`config.mk`:
```
export PLATFORM = sky130hd
export DESIGN_NAME = code_pattern_decoder
export DESIGN_NICKNAME = d
export VERILOG_FILES = /design/src/rtl/code_pattern_decoder.sv
export SDC_FILE = /design/constraint.sdc
export NUM_CORES = 1
export LEC_CHECK = 0
export CORE_UTILIZATION = 48
export DETAILED_ROUTE_END_ITERATION = 10
export PLACE_DENSITY = 0.71
export SKIP_CTS_REPAIR_TIMING = 1
export SLEW_MARGIN = 20
export SYNTH_ARGS = -nofsm -noshare
export SYNTH_HDL_FRONTEND = slang
export SYNTH_SLANG_ARGS = --single-unit
```
`constraint.sdc`:
```
create_clock -name i_Clk -period 1.6 [get_ports i_Clk]
set_clock_uncertainty 0.05 [all_clocks]
set_input_delay 0.24 -clock i_Clk [delete_from_list [all_inputs] [get_ports i_Clk]]
set_output_delay 0.24 -clock i_Clk [all_outputs]
set_load 0.01 [all_outputs]
```
`src/rtl/code_pattern_decoder.sv`:
```
// code_pattern_decoder: FIFO-buffered 4-bit result code to 3-bit pattern decoder.
// Optional unknown-code counter enabled by defining CODE_DEC_ERRCNT_EN.
module code_pattern_decoder #(
    parameter int DEPTH       = 4,
    parameter int HOLD_CYCLES = 10
) (
    input  logic       i_Clk,
    input  logic       i_Rst_L,
    input  logic [3:0] i_Code,
    input  logic       i_Code_DV,
    output logic       o_Ready,
    output logic       o_VAL_1,
    output logic       o_VAL_2,
    output logic       o_VAL_3,
    output logic       o_Pattern_DV,
    output logic       o_Default,
    output logic       o_Error,
    output logic       o_Busy,
    output logic [7:0] o_Err_Count
);

    localparam int AW = $clog2(DEPTH);
    localparam int CW = $clog2(HOLD_CYCLES + 1);
    localparam logic [CW-1:0] HOLD_LOAD = CW'(HOLD_CYCLES - 1);

    typedef enum logic [1:0] {
        S_IDLE,
        S_APPLY,
        S_HOLD
    } state_t;

    state_t        state;
    state_t        state_n;
    logic [AW:0]   wr_ptr;
    logic [AW:0]   rd_ptr;
    logic [3:0]    mem [DEPTH];
    logic [3:0]    code_q;
    logic [CW-1:0] hold_cnt;
    logic [CW-1:0] hold_cnt_n;
    logic          empty;
    logic          full;
    logic          push;
    logic          pop;
    logic          apply_ok;
    logic          apply_err;
    logic          code_known;
    logic [2:0]    pat_dec;
    logic          def_dec;

    // Extra wrap bit on the pointers distinguishes full from empty.
    assign empty   = (wr_ptr == rd_ptr);
    assign full    = (wr_ptr[AW] != rd_ptr[AW])
                  && (wr_ptr[AW-1:0] == rd_ptr[AW-1:0]);
    assign push    = i_Code_DV && !full;
    assign o_Ready = !full;
    assign o_Busy  = (state != S_IDLE) || !empty;

    // Decode the popped code into its pattern and default flag.
    always_comb begin
        code_known = 1'b1;
        pat_dec    = 3'b000;
        def_dec    = 1'b0;
        unique case (code_q)
            4'd0:    pat_dec = 3'b000;
            4'd1:    pat_dec = 3'b001;
            4'd2:    pat_dec = 3'b010;
            4'd9: begin
                pat_dec = 3'b111;
                def_dec = 1'b1;
            end
            default: code_known = 1'b0;
        endcase
    end

    // Next-state logic: pop in IDLE, decode in APPLY, count down in HOLD.
    always_comb begin
        state_n    = state;
        hold_cnt_n = hold_cnt;
        pop        = 1'b0;
        apply_ok   = 1'b0;
        apply_err  = 1'b0;
        unique case (state)
            S_IDLE: begin
                if (!empty) begin
                    pop     = 1'b1;
                    state_n = S_APPLY;
                end
            end
            S_APPLY: begin
                if (code_known) begin
                    apply_ok   = 1'b1;
                    hold_cnt_n = HOLD_LOAD;
                    state_n    = S_HOLD;
                end else begin
                    apply_err = 1'b1;
                    state_n   = S_IDLE;
                end
            end
            S_HOLD: begin
                if (hold_cnt == '0) begin
                    state_n = S_IDLE;
                end else begin
                    hold_cnt_n = hold_cnt - 1'b1;
                end
            end
            default: state_n = S_IDLE;
        endcase
    end

    // FSM state and hold counter registers.
    always_ff @(posedge i_Clk or negedge i_Rst_L) begin
        if (!i_Rst_L) begin
            state    <= S_IDLE;
            hold_cnt <= '0;
        end else begin
            state    <= state_n;
            hold_cnt <= hold_cnt_n;
        end
    end

    // FIFO pointers; a full FIFO drops incoming codes rather than stalling.
    always_ff @(posedge i_Clk or negedge i_Rst_L) begin
        if (!i_Rst_L) begin
            wr_ptr <= '0;
            rd_ptr <= '0;
        end else begin
            if (push) wr_ptr <= wr_ptr + 1'b1;
            if (pop)  rd_ptr <= rd_ptr + 1'b1;
        end
    end

    // FIFO storage needs no reset; the pointers define valid contents.
    always_ff @(posedge i_Clk) begin
        if (push) mem[wr_ptr[AW-1:0]] <= i_Code;
    end

    // Capture the head entry on pop for decoding in APPLY.
    always_ff @(posedge i_Clk or negedge i_Rst_L) begin
        if (!i_Rst_L) begin
            code_q <= '0;
        end else if (pop) begin
            code_q <= mem[rd_ptr[AW-1:0]];
        end
    end

    // Registered outputs; the pattern persists until the next valid code.
    always_ff @(posedge i_Clk or negedge i_Rst_L) begin
        if (!i_Rst_L) begin
            {o_VAL_1, o_VAL_2, o_VAL_3} <= 3'b000;
            o_Default    <= 1'b0;
            o_Pattern_DV <= 1'b0;
            o_Error      <= 1'b0;
        end else begin
            o_Pattern_DV <= apply_ok;
            o_Error      <= apply_err;
            if (apply_ok) begin
                {o_VAL_1, o_VAL_2, o_VAL_3} <= pat_dec;
                o_Default <= def_dec;
            end
        end
    end

`ifdef CODE_DEC_ERRCNT_EN
    logic [7:0] err_cnt;

    // Saturating count of unknown codes; cleared only by reset.
    always_ff @(posedge i_Clk or negedge i_Rst_L) begin
        if (!i_Rst_L) begin
            err_cnt <= '0;
        end else if (apply_err && (err_cnt != 8'hFF)) begin
            err_cnt <= err_cnt + 1'b1;
        end
    end

    assign o_Err_Count = err_cnt;
`else
    assign o_Err_Count = '0;
`endif

endmodule

```
==> summary.txt, run 1 <==
Pwr
  – Clock share of power: about 13%
  – Leak pwr: between 0.0009 and 0.001 uW
  – Peak VDD IR: approximately 1 mV
  – Int Pwr: around 3200 uW
  – Seq pwr share: 33.8%
  – Pwr/cell area: 2120 mW/mm2
  – Switch share: 33.3%
  – Combinational fraction of design power: 53.3%
  – P_sw: 1590 uW
  – Total Power: ~4800 uW

STA
  – Endpoints failing hold: 0
  – Final setup violation count: 6
  – RSZ-0062 raised after global routing: true
  – Minimum period implied by the final worst setup slack: 1.66 ns
  – Maximum clock rate: 0.603 GHz
  – Fin worst setup slack: -0.0571 ns
  – Slew Limit Fails: 0
  – Final period util: 104%

Place
  – Placed cells: 188
  – IO Port Bufs: 14
  – Final GP Congestion: 0.737
  – DP HPWL: 1.86 mm

Floorplanning
  – Die height: 62.0 um
  – Die ar.: 0.00384 mm2
  – Die X-Extent: 62.0 um
  – Starting density of the core: 50.9%
  – Core area: 0.00339 mm2
  – Row count: 21
  – Io pins: 23

Worst setup path
  – R2R Path Start: wr_ptr[0]
  – Register-to-register setup slack: -0.06 ns
  – Critical path's largest stage delay: about 0.43 ns
  – CP top delay family: flip-flops
  – Worst r2r path cells: 4
  – CP arrival: 1.83 ns
  – CP bufs+invs: 1
  – CP Launch Type: flip-flop
  – WP data required: 1.77 ns
  – CP Max Fanout: 7
  – Worst R2R End: rd_ptr[1]
  – Crit-path cells: xor2_2 > buf_4 > o31a_4 > mux2_4
  – CP max stage cell: dfrtp_1
  – Critical path class: flip-flop to flip-flop
  – CP Capture Type: flip-flop

Outcome
  – Failing checks: setup timing
  – Status: complete, but fails checks

Synthesis
  – Synth Warn #: 0
  – Syn avg cell area: 14.6 um2
  – Synth async-reset ratio: 56.8%
  – Register area share after synthesis: 58.3%
  – Cells after Synth: roughly 120
  – EDFF count, synth: 16
  – Flops & latches, synth: 37
  – Synth Flop Type: dfrtp_1
  – Number of library cell types mapped by synthesis: 33
  – Mapped cell area: 0.00173 mm2

Drt
  – Final WL: 2.74 mm
  – Vias: 1025
  – Routed len/inst: 13.4 um
  – DR iter-0 viols: 22
  – Post-route ant nets: 0
  – Initial DRT Pass Iterations: 4
  – Via/cell ratio: 5.00
  – # DRC: 0

Clocking
  – # H-tree levels: 2
  – CTS Sinks: 37
  – Clk buf depth: 2
  – Clock transition at path regs: roughly 0.11 ns
  – Worst skew pair latency: roughly 0.33 ns
  – Root Buffer: clkbuf_4
  – TritonCTS clock tree: yes
  – CTS Buf Count: 5

Global route
  – Initial antenna violation count: 0
  – First-pass GRT wire length: 4.19 mm
  – Largest net degree at the start of global routing: 22
  – Global router's overall resource usage: 15.9%
  – Number of global-route vias before repair: 964
  – Aggregate global routing overflow: 0

Finish
  – Layout cells sized above 1: 40.3%
  – Syn-to-layout area delta: 30.3%
  – Final Util: 66.4%
  – Final Non-Filler Cells: around 200
  – N_diodes: 0
  – Final net count: roughly 170

Run
  – Number of max-cap violations: 0

Min path
  – Hold Crit Class: input pin to asynchronous set/reset pin
==> cells in the final DEF, fill, tap and decap left out, types with 2 or more instances in the layout <==
| cell type | synthesis | final |
|---|---|---|
| xnor2_1 | 4 | 2 |
| a22o_1 | 2 | 2 |
| clkbuf_4 | 0 | 5 |
| inv_2 | 0 | 2 |
| xor2_1 | 6 | 3 |
| inv_1 | 5 | 3 |
| nor2_2 | 0 | 2 |
| nand3b_1 | 2 | 2 |
| clkbuf_2 | 0 | 2 |
| xor2_2 | 0 | 3 |
| mux4_1 | 4 | 4 |
| nor2_1 | 4 | 2 |
| edfxtp_1 | 16 | 16 |
| nand2_1 | 5 | 5 |
| o22ai_1 | 2 | 2 |
| buf_6 | 2 | 3 |
| dfrtp_2 | 0 | 2 |
| clkdlybuf4s50_1 | 0 | 8 |
| or3b_4 | 0 | 2 |
| xnor2_2 | 0 | 2 |
| and2_4 | 0 | 3 |
| mux2_4 | 5 | 7 |
| dfrtp_1 | 21 | 19 |
| ha_1 | 6 | 5 |
| dlymetal6s2s_1 | 0 | 4 |
| buf_4 | 10 | 21 |
| conb_1 | 1 | 8 |
| nand2b_1 | 2 | 2 |
==> synthesized netlist by cell type (2+ instances only) <==
cell type | count | area [um2]
mux2_2 | 3 | 33.8
nand3b_1 | 2 | 15.0
nand2_1 | 5 | 18.8
ha_1 | 6 | 75.1
a22o_1 | 2 | 17.5
dfrtp_1 | 21 | 526
mux4_1 | 4 | 105
inv_1 | 5 | 18.8
buf_6 | 2 | 22.5
mux2_4 | 5 | 75.1
a31oi_1 | 2 | 12.5
o22ai_1 | 2 | 12.5
buf_4 | 10 | 75.1
xor2_1 | 6 | 52.6
edfxtp_1 | 16 | 480
nor2_1 | 4 | 15.0
nand2b_1 | 2 | 12.5
xnor2_1 | 4 | 35.0
and2_1 | 3 | 18.8
==> cell families after synthesis <==
family,synth area share (%)
DFF,58.3
adders and majority gates,4.35
xor gates and xnor gates,5.07
buffers and inverters,6.74
other,0.217
and+or+nand+nor,7.10
AOI/OAI and AO/OA,5.87
muxes,12.4
==> cell type report <==
cell class                 instances  area, um2
clock buffer                       6       41.3
clock inverter                     2       35.0
fill                             249       1140
inverter                           5       18.8
multi-input combinational         71        757
sequential                        37       1010
tap                               46       57.6
timing repair buffer              38        332
==> power by group through the flow <==
stage | logic [uW] | registers (uW) | clock network [uW]
global placement | 1900 | 1570 | 0
finish | 2540 | 1610 | 617
global route | 2770 | 1660 | 684
CTS | 1970 | 1570 | 637
floorplan | 1350 | 1580 | 0
detailed placement | 1960 | 1590 | 0
==> flip-flops by register name (all words and copies together) (netlist names) <==
signal and cells:
mem 16, code_q 4, hold_cnt 4, rd_ptr 3
wr_ptr 3, state 2, o_Default 1, o_Error 1
o_Pattern_DV 1, o_VAL_2 1, o_VAL_3 1
==> worst max-delay path by stage <==
| stage | start | endpoint | slack [ns] | cells past startpoint |
|---|---|---|---|---|
| floorplan | rd_ptr[0] | mem[0][0] | 0.04 | 4 |
| global placement | i_Code_DV | mem[0][0] | -0.05 | 5 |
| detailed placement | i_Code_DV | mem[0][0] | -0.07 | 5 |
| CTS | rd_ptr[0] | o_Busy | -0.45 | 4 |
| global route | wr_ptr[0] | o_Busy | -0.14 | 4 |
| finish | wr_ptr[0] | rd_ptr[1] | -0.06 | 4 |
==> metal layers <==
| metal | global-route usage (%) | up-vias | routed length [um] |
|---|---|---|---|
| met5 | 0 | - | 0 |
| met4 | 8.57 | 0 | 38 |
| met3 | 4.35 | 5 | 101 |
| met2 | 27.7 | 27 | 1470 |
| met1 | 17.6 | 507 | 1130 |
| li1 | - | 486 | - |
==> per-stage QoR <==
step | hold WS [ns] | TNS [ns] | worst slack (ns) | cell area, um2
floorplan | -0.106 | 0 | 0.0350 | 1760
global placement | 0.447 | -0.640 | -0.0521 | 1970
detailed placement | 0.463 | -0.800 | -0.0686 | 1970
CTS | 0.187 | -1.45 | -0.450 | 2050
global route | 0.213 | -1.28 | -0.138 | 2250
finish | 0.188 | -0.280 | -0.0571 | 2250
Power figures use the tool's default switching activity.
==> run 2: changes to the inputs <==
--- a/config.mk
+++ b/config.mk
@@ -6,6 +6,7 @@
 export NUM_CORES = 1
 export LEC_CHECK = 0
 export CORE_UTILIZATION = 48
+export CTS_BUF_LIST = sky130_fd_sc_hd__clkbuf_8 sky130_fd_sc_hd__clkbuf_16
 export DETAILED_ROUTE_END_ITERATION = 10
 export PLACE_DENSITY = 0.71
 export SKIP_CTS_REPAIR_TIMING = 1
==> run 2 against run 1 <==
Against the previous run:
- cell count fell by 0.98%
- critical path depth is 1 lower
- worst setup slack gained 0.071 ns
- combinational power shrank 3%
- via count stayed put
- register-to-register slack better by 0.07 ns
- largest power group unchanged
- power up 1.5%
- die area did not move
- global-route usage grew 0.16 points
- the run now ends clean
==> summary.txt, run 2 (synthesized netlist as in run 1, its figures left out) <==
Outcome
  – Status: finished, final reports clean (was complete, but fails checks)

Worst setup path
  – Crit-path cells: buf_4 > mux4_1 > mux2_4 (was xor2_2 > buf_4 > o31a_4 > mux2_4)
  – CP bufs+invs: 1 (unchanged)
  – CP Capture Type: flip-flop (unchanged)
  – CP Max Fanout: 6 (was 7)
  – Critical path class: flip-flop to flip-flop (unchanged)
  – CP arrival: 1.70 ns (was 1.83 ns)
  – CP top delay family: multiplexers (was flip-flops)
  – CP Launch Type: flip-flop (unchanged)
  – WP data required: 1.72 ns (was 1.77 ns)
  – CP max stage cell: mux4_1 (was dfrtp_1)
  – Critical path's largest stage delay: 0.57 ns (was 0.43 ns)

Floorplanning
  – Die ar.: 0.00384 mm2 (unchanged)
  – Die height: 62.0 um (unchanged)
  – Row count: 21 (unchanged)
  – Starting density of the core: 50.9% (unchanged)
  – Core area: 0.00339 mm2 (unchanged)
  – Io pins: 23 (unchanged)
  – Die X-Extent: 62.0 um (unchanged)

STA
  – Final setup violation count: 0 (was 6)
  – Endpoints failing hold: 0 (unchanged)
  – Total negative slack: 0 ns (was -0.280 ns)
  – Minimum period implied by the final worst setup slack: 1.59 ns (was 1.66 ns)
  – RSZ-0062 raised after global routing: true (unchanged)
  – Final period util: 99.1% (was 104%)
  – Maximum clock rate: 0.631 GHz (was 0.603 GHz)
  – Slew Limit Fails: 0 (unchanged)

Pwr
  – Int Pwr: 3260 uW (was 3180 uW)
  – Clock share of power: 15.9% (was 12.9%)
  – Combinational fraction of design power: 50.7% (was 53.3%)
  – Peak VDD IR: 1.00 mV (was 1.02 mV)
  – Switch share: 32.6% (was 33.3%)
  – P_sw: 1580 uW (was 1590 uW)
  – Total Power: 4840 uW (was 4770 uW)
  – Leak pwr: 0.000964 uW (was 0.000977 uW)
  – Pwr/cell area: 2150 mW/mm2 (was 2120 mW/mm2)
  – Seq pwr share: 33.4% (was 33.8%)

Drt
  – Via/cell ratio: 5.05 (was 5.00)
  – Vias: 1025 (unchanged)
  – Initial DRT Pass Iterations: 4 (unchanged)
  – Final WL: 2.68 mm (was 2.74 mm)
  – DR iter-0 viols: 31 (was 22)
  – # DRC: 0 (unchanged)
  – Routed len/inst: 13.2 um (was 13.4 um)
  – Post-route ant nets: 0 (unchanged)

Global route
  – Initial antenna violation count: 0 (unchanged)
  – Aggregate global routing overflow: 0 (unchanged)
  – Global router's overall resource usage: 16.1% (was 15.9%)
  – Number of global-route vias before repair: 956 (was 964)
  – First-pass GRT wire length: 4.19 mm (unchanged)
  – Largest net degree at the start of global routing: 22 (unchanged)

Finish
  – Layout cells sized above 1: 39.5% (was 40.3%)
  – Most common cell after layout, fill and taps aside: buf_4 (unchanged)
  – N_diodes: 0 (unchanged)
  – Final net count: 169 (was 171)
  – Syn-to-layout area delta: 30.4% (was 30.3%)
  – Max reg flops: 16 (unchanged)
  – Commonest non-fill, non-tap cells in the layout: 20 x buf_4, 19 x dfrtp_1, 16 x edfxtp_1 (was 21 x buf_4, 19 x dfrtp_1, 16 x edfxtp_1)
  – Fillers: 245 (was 249)

Clocking
  – CTS Buf Count: 5 (unchanged)
  – Clk buf depth: 2 (unchanged)
  – Root Buffer: clkbuf_8 (was clkbuf_4)
  – Clock transition at path regs: 0.07 ns (was 0.11 ns)
  – CTS Sinks: 37 (unchanged)
  – # H-tree levels: 2 (unchanged)
  – TritonCTS clock tree: yes (unchanged)
  – Worst skew pair latency: 0.29 ns (was 0.33 ns)

Place
  – IO Port Bufs: 14 (unchanged)
  – DP HPWL: 1.86 mm (unchanged)
  – Final GP Congestion: 0.737 (unchanged)

Run
  – Number of max-cap violations: 0 (unchanged)

Min path
  – Hold Crit Class: input pin to asynchronous set/reset pin (unchanged)
## run 2: final timing paths
check,slack (ns),endpoint,from,cells past startpoint
worst min register to register,0.48,o_VAL_2,o_VAL_2,1
worst max-delay path,0.01,code_q[1],rd_ptr[0],3
min in group i_Clk,0.48,o_VAL_2,o_VAL_2,1
max in group asynchronous,1.02,rd_ptr[0],i_Rst_L,2
worst min-delay path,0.24,state[0],i_Rst_L,2
worst max register to register,0.01,code_q[1],rd_ptr[0],3
## run 2: power groups by stage
stage,sequential [uW],clock (uW),combinational (uW)
2_1_floorplan,1580,0,1350
3_3_place_gp,1570,0,1900
3_5_place_dp,1590,0,1960
4_1_cts,1570,786,1970
5_1_grt,1660,838,2690
6_report,1620,769,2460
## run 2: per-layer routing
layer | global-route usage [%] | vias to the layer above | wire length (um)
met5 | 0 | - | 0
li1 | - | 481 | -
met1 | 17.9 | 511 | 1120
met2 | 27.5 | 25 | 1420
met4 | 9.52 | 0 | 59
met3 | 4.35 | 8 | 88
## run 2: area by class of cell
cell class | count | area [um2] | area share (%)
clock inverter | 3 | 38.8 | 1.72
tap | 46 | 57.6 | 2.56
clock buffer | 5 | 68.8 | 3.06
sequential | 37 | 1010 | 44.8
inverter | 5 | 18.8 | 0.833
multi-input combinational | 71 | 757 | 33.6
timing repair buffer | 36 | 303 | 13.4
## run 2: worst reg2reg max path, stage by stage, from the launching register on
cell and delay (ns):
dfrtp_2 0.41, buf_4 0.18, mux4_1 0.57, mux2_4 0.27
## run 2: per-stage QoR
step / setup WS, ns / cell area, um2 / std cells / hold WS (ns) / utilization [%]
3_3_place_gp: -0.0521 / 1970 / 188 / 0.447 / 58.3
3_5_place_dp: -0.0686 / 1970 / 188 / 0.463 / 58.3
5_1_grt: -0.0758 / 2250 / 203 / 0.282 / 66.4
2_1_floorplan: 0.0350 / 1760 / 125 / -0.106 / -
4_1_cts: -0.388 / 2080 / 196 / 0.251 / 61.4
6_report: 0.0144 / 2250 / 203 / 0.245 / 66.4
